File: config.mk
export PLATFORM = sky130hd
export DESIGN_NAME = fp_mul_writeback
export DESIGN_NICKNAME = d
export VERILOG_FILES = /design/src/rtl/fp_mul_writeback.sv
export SDC_FILE = /design/constraint.sdc
export NUM_CORES = 1
export LEC_CHECK = 0
export CORE_UTILIZATION = 31
export DETAILED_ROUTE_END_ITERATION = 16
export SLEW_MARGIN = 0
export SYNTH_ARGS = -nofsm -noshare
export SYNTH_HDL_FRONTEND = slang
export SYNTH_SLANG_ARGS = --single-unit
File: constraint.sdc
create_clock -name clk -period 3.1 [get_ports clk]
set_input_delay 0.31 -clock clk [delete_from_list [all_inputs] [get_ports clk]]
set_output_delay 0.31 -clock clk [all_outputs]
set_load 0.05 [all_outputs]
File: src/rtl/fp_mul_writeback.sv
// Writeback stage behind the single-precision multiplier: a small result FIFO with
// NaN canonicalisation on enqueue, a valid/ready writeback port and sticky fflags.
module fp_mul_writeback #(
  parameter int DEPTH     = 4,
  parameter int TAG_W     = 5,
  parameter int CANON_NAN = 1
) (
  input  logic                       clk,
  input  logic                       rst_n,
  input  logic                       in_valid,
  output logic                       in_ready,
  input  logic [31:0]                in_result,
  input  logic [TAG_W-1:0]           in_tag,
  input  logic                       in_flag_invalid,
  input  logic                       in_flag_overflow,
  input  logic                       in_flag_underflow,
  input  logic                       in_flag_inexact,
  input  logic                       flush,
  output logic                       out_valid,
  input  logic                       out_ready,
  output logic [31:0]                out_result,
  output logic [TAG_W-1:0]           out_tag,
  output logic [4:0]                 out_flags,
  output logic [4:0]                 fflags,
  input  logic                       fflags_wr_en,
  input  logic [4:0]                 fflags_wr_data,
  output logic [$clog2(DEPTH+1)-1:0] count
);

  localparam int PW = (DEPTH > 1) ? $clog2(DEPTH) : 1;
  localparam int CW = $clog2(DEPTH + 1);
  localparam logic [CW-1:0] FULL_CNT = CW'(DEPTH);
  localparam logic [31:0] QNAN = 32'h7FC0_0000;

  // Any NaN collapses to the positive quiet NaN; infinities have a zero mantissa and pass.
  function automatic logic [31:0] canon_result(input logic [31:0] r);
    logic [31:0] res;
    if ((CANON_NAN != 0) && (r[30:23] == 8'hFF) && (r[22:0] != 23'd0)) begin
      res = QNAN;
    end else begin
      res = r;
    end
    return res;
  endfunction

  logic [31:0]      res_q   [DEPTH];
  logic [31:0]      res_d   [DEPTH];
  logic [TAG_W-1:0] tag_q   [DEPTH];
  logic [TAG_W-1:0] tag_d   [DEPTH];
  logic [4:0]       flg_q   [DEPTH];
  logic [4:0]       flg_d   [DEPTH];
  logic [PW-1:0]    wr_ptr_q, wr_ptr_d;
  logic [PW-1:0]    rd_ptr_q, rd_ptr_d;
  logic [CW-1:0]    count_q, count_d;
  logic [4:0]       fflags_q, fflags_d;
  logic             push_s, pop_s, out_valid_s;
  logic [4:0]       head_flags_s;

  assign out_valid_s  = (count_q != {CW{1'b0}});
  assign in_ready     = !flush && (count_q < FULL_CNT);
  assign push_s       = in_valid && in_ready;
  assign pop_s        = out_valid_s && out_ready;
  assign head_flags_s = out_valid_s ? flg_q[rd_ptr_q] : 5'b00000;

  assign out_valid  = out_valid_s;
  assign out_result = out_valid_s ? res_q[rd_ptr_q] : 32'h0000_0000;
  assign out_tag    = out_valid_s ? tag_q[rd_ptr_q] : {TAG_W{1'b0}};
  assign out_flags  = head_flags_s;
  assign fflags     = fflags_q;
  assign count      = count_q;

  // Next-state for storage, pointers, occupancy and the sticky flags.
  always_comb begin
    for (int i = 0; i < DEPTH; i++) begin
      res_d[i] = res_q[i];
      tag_d[i] = tag_q[i];
      flg_d[i] = flg_q[i];
    end
    wr_ptr_d = wr_ptr_q;
    rd_ptr_d = rd_ptr_q;
    count_d  = count_q;

    if (push_s) begin
      res_d[wr_ptr_q] = canon_result(in_result);
      tag_d[wr_ptr_q] = in_tag;
      flg_d[wr_ptr_q] = {in_flag_invalid, 1'b0, in_flag_overflow,
                         in_flag_underflow, in_flag_inexact};
    end else begin
      res_d[wr_ptr_q] = res_q[wr_ptr_q];
    end

    if (flush) begin
      wr_ptr_d = {PW{1'b0}};
      rd_ptr_d = {PW{1'b0}};
      count_d  = {CW{1'b0}};
    end else begin
      wr_ptr_d = push_s ? wr_ptr_q + PW'(1) : wr_ptr_q;
      rd_ptr_d = pop_s  ? rd_ptr_q + PW'(1) : rd_ptr_q;
      case ({push_s, pop_s})
        2'b10:   count_d = count_q + CW'(1);
        2'b01:   count_d = count_q - CW'(1);
        default: count_d = count_q;
      endcase
    end

    // A retiring head accrues even when the CSR write or a flush lands in the same cycle.
    fflags_d = (fflags_wr_en ? fflags_wr_data : fflags_q) |
               (pop_s ? head_flags_s : 5'b00000);
  end

  // State registers with asynchronous clear.
  always_ff @(posedge clk or negedge rst_n) begin
    if (!rst_n) begin
      for (int i = 0; i < DEPTH; i++) begin
        res_q[i] <= 32'h0000_0000;
        tag_q[i] <= {TAG_W{1'b0}};
        flg_q[i] <= 5'b00000;
      end
      wr_ptr_q <= {PW{1'b0}};
      rd_ptr_q <= {PW{1'b0}};
      count_q  <= {CW{1'b0}};
      fflags_q <= 5'b00000;
    end else begin
      for (int i = 0; i < DEPTH; i++) begin
        res_q[i] <= res_d[i];
        tag_q[i] <= tag_d[i];
        flg_q[i] <= flg_d[i];
      end
      wr_ptr_q <= wr_ptr_d;
      rd_ptr_q <= rd_ptr_d;
      count_q  <= count_d;
      fflags_q <= fflags_d;
    end
  end

endmodule

==> run_results.csv <==
group,metric,value,unit
critical_path,slowest_delay,0.70,ns
critical_path,crit_start,"rd_ptr_q[0]$_DFFE_PN0P_",
timing,fmax,341,MHz
clocking,postCtsSetupBuffers,0,
critical_path,cp_slowest_cell,"clkdlybuf4s50_1",
timing,finalHoldViolCount,0,
cells_and_area,nets,899,
clocking,cts_inserted_buffers,17,
clocking,clk_latency,0.44,ns
critical_path,path_buf_inv,2,
power_and_ir_drop,switching_power,0.00543,W
die,fp.dieArea,31000,sq um
placement,portBuffers,102,
global_routing,grt_usage,0.170,
timing,drv_slew,0,
routing,drtIter0Drc,502,
critical_path,crit_family,"buffers and inverters",
placement,routabilityCongestion,0.731,
routing,wirelength,25300,um
critical_path,worst_r2r_endpoint,"res_q[127]$_DFFE_PN0P_",
routing,wl_per_cell,20.4,um
power_and_ir_drop,peakVddDrop,803,uV
die,top_level_ports,104,
global_routing,grt_overflow,0,
power_and_ir_drop,power.density,1150,nW/um^2
clocking,cts_hold_buf,1,
cells_and_area,final_core_util,0.389,
cells_and_area,final.fill_count,2822,
power_and_ir_drop,clkPwrFrac,0.179,
clocking,cts.path.max_buffers,2,
critical_path,crit_required,2.79,ns
yosys,yosysWarnings,0,
routing,dr.pass1.iters,5,
clocking,cts_tree,"yes",
routing,vias_per_cell,5.35,
timing,relSlewSlack,0.473,
critical_path,reg2reg_slack,0.79,ns
global_routing,antenna_found_initial,2,
timing,setup_violations,0,
yosys,ys_ff_latch,176,
yosys,syn_area,9400,sq um
cells_and_area,final_common_cell,"dfrtp_1",
routing,antenna_left,0,
timing,worst_slew_pin_slew,0.783,ns
power_and_ir_drop,power.leakage,4.45,nW
routing,top_layer,"met5",
critical_path,cp-end-kind,"output port",
yosys,syn_avg_cell_area,12.4,sq um
power_and_ir_drop,swShare,0.410,
routing,vias,6660,
critical_path,cp-start-kind,"flip-flop",
yosys,syn_nets,812,
global_routing,grt_max_degree,68,
clocking,cts_root_buffer,"clkbuf_16",
routing,wl_met3,1200,um
clocking,clk_pin_slew,0.07,ns
timing,tns,0,ns
global_routing,grt_pass1_wl,39900,um
critical_path,worstPathMaxFanout,17,
timing,worst_clock_skew,0.0155,ns
cells_and_area,final_cell_mix,"dfrtp_1 (173), nor2b_1 (129), clkdlybuf4s50_1 (101)",
critical_path,crit-reg2reg-launch,"wr_ptr_q[1]$_DFFE_PN0P_",
die,row_count,63,
timing,grt_setup_unrepaired,"false",
critical_path,reg2reg_depth,7,
die,coreArea,29700,sq um
clocking,postCtsResizedCells,0,
die,initial_utilization,0.316,
placement,post-place-ws,0.578,ns
critical_path,worstPathArrival,2.63,ns
cells_and_area,syn_to_final_growth,23.0,%
flow_run,drv_cap,0,
timing,period_share,0.947,
yosys,synth_cell_types,37,
placement,dpl.hpwl,16300,um
global_routing,first_global_vias,6914,
power_and_ir_drop,power_frac_comb,0.516,
yosys,ys_seq_area_frac,0.469,
die,die_w,176,um
timing,post-route-worst-setup-slack,0.164,ns
routing,drc,0,
yosys,syn_inst,755,
critical_path,critPathKind,"flip-flop to output port",
power_and_ir_drop,p_int,0.00781,W
cells_and_area,drive_above_1_share,0.222,
critical_path,worstPathCellList,"buf_4, mux4_2, nor2b_1, clkdlybuf4s50_1",
timing,min_period,2.94,ns
die,die_y,176,um
clocking,numClockSinks,176,
outcome,run_status,"completed",
routing,route.met2.wl,12200,um
clocking,htree_levels,4,
hold_path,hp-class,"input pin to async pin",
routing,wl_met1,11600,um
power_and_ir_drop,p_seq_frac,0.305,
-- worst max-delay path by stage --
stage	end	cells past startpoint
finish	out_result[28]	4
global route	out_result[28]	4
detailed placement	res_q[118]$_DFFE_PN0P_	6
CTS	out_result[28]	4
floorplan	count[2]$_DFFE_PN0P_	10
global placement	out_result[6]	4
-- layer usage --
| metal | up-vias | global-route usage |
|---|---|---|
| li1 | 3007 | - |
| met1 | 3448 | 0.232 |
| met2 | 180 | 0.273 |
| met3 | 23 | 0.0325 |
| met4 | 2 | 0.0522 |
| met5 | - | 0 |
-- power groups by stage --
stage,registers [W],clock network [W],logic (W)
2_1_floorplan,0.00390,0,0.00497
3_3_place_gp,0.00402,0,0.00679
3_5_place_dp,0.00406,0,0.00688
4_1_cts,0.00403,0.00243,0.00690
5_1_grt,0.00418,0.00251,0.00733
6_report,0.00404,0.00238,0.00683
-- area by class of cell --
class / count / area [sq um] / area share
Antenna cell: 1 / 2.50 / 0.000217
Clock inverter: 13 / 210 / 0.0182
Clock buffer: 17 / 425 / 0.0368
Multi-Input combinational cell: 510 / 4690 / 0.406
Timing Repair Buffer: 133 / 1320 / 0.114
Inverter: 4 / 15.0 / 0.00130
Tap cell: 390 / 488 / 0.0422
Sequential cell: 176 / 4410 / 0.381
-- cell families (layout without fill, tap and decap cells) --
family,count (synthesis),in the layout,synth area share
buffers and inverters,69,167,0.0348
AND/OR/NAND/NOR,231,231,0.134
multiplexers,119,119,0.229
flip-flops,176,176,0.469
adder cells (fa/ha/maj),5,5,0.00746
AO/OA/AOI/OAI,150,150,0.122
other,1,2,0.000399
XOR/XNOR,4,4,0.00373
-- sequential cells by signal (all words and copies together) (netlist names), named ones only --
signal,count
rd_ptr_q,2
wr_ptr_q,2
count,3
flg_q,16
tag_q,20
res_q,128
fflags,4
-- synthesized netlist by cell type, drive strengths merged --
cell	count	share of area
o21ai	1	0.00053
o31a	1	0.00093
or2	1	0.00067
a21oi	65	0.035
inv	4	0.0016
xnor2	3	0.0028
nand3	1	0.00053
ha	4	0.0053
mux4	73	0.17
a221oi	4	0.0037
clkbuf	40	0.016
nor2	77	0.031
nor3	3	0.0016
nor3b	1	0.0020
and2	1	0.00067
nor2b	129	0.086
xor2	1	0.00093
conb	1	0.00040
o2bb2ai	1	0.0016
nor4bb	1	0.0011
nand2	5	0.0028
o31ai	2	0.0016
mux2i	9	0.0096
nand4	6	0.0040
buf	25	0.017
mux2	37	0.044
o22ai	3	0.0048
a31oi	9	0.0060
dfrtp	176	0.47
fa	1	0.0021
nor4	6	0.0040
a221o	64	0.068
-- through the flow --
stage / hold WS (ns) / total power (W) / instance area [sq um] / cells
final: 0.464 / 0.0132 / 11600 / 1244
after global routing: 0.476 / 0.0140 / 11600 / 1244
after CTS: 0.457 / 0.0134 / 11600 / 1243
after detailed placement: 0.372 / 0.0109 / 10900 / 1212
after global placement: 0.366 / 0.0108 / 10900 / 1212
after floorplan: 0.0144 / 0.00888 / 9400 / 755
Power figures use the tool's default switching activity.
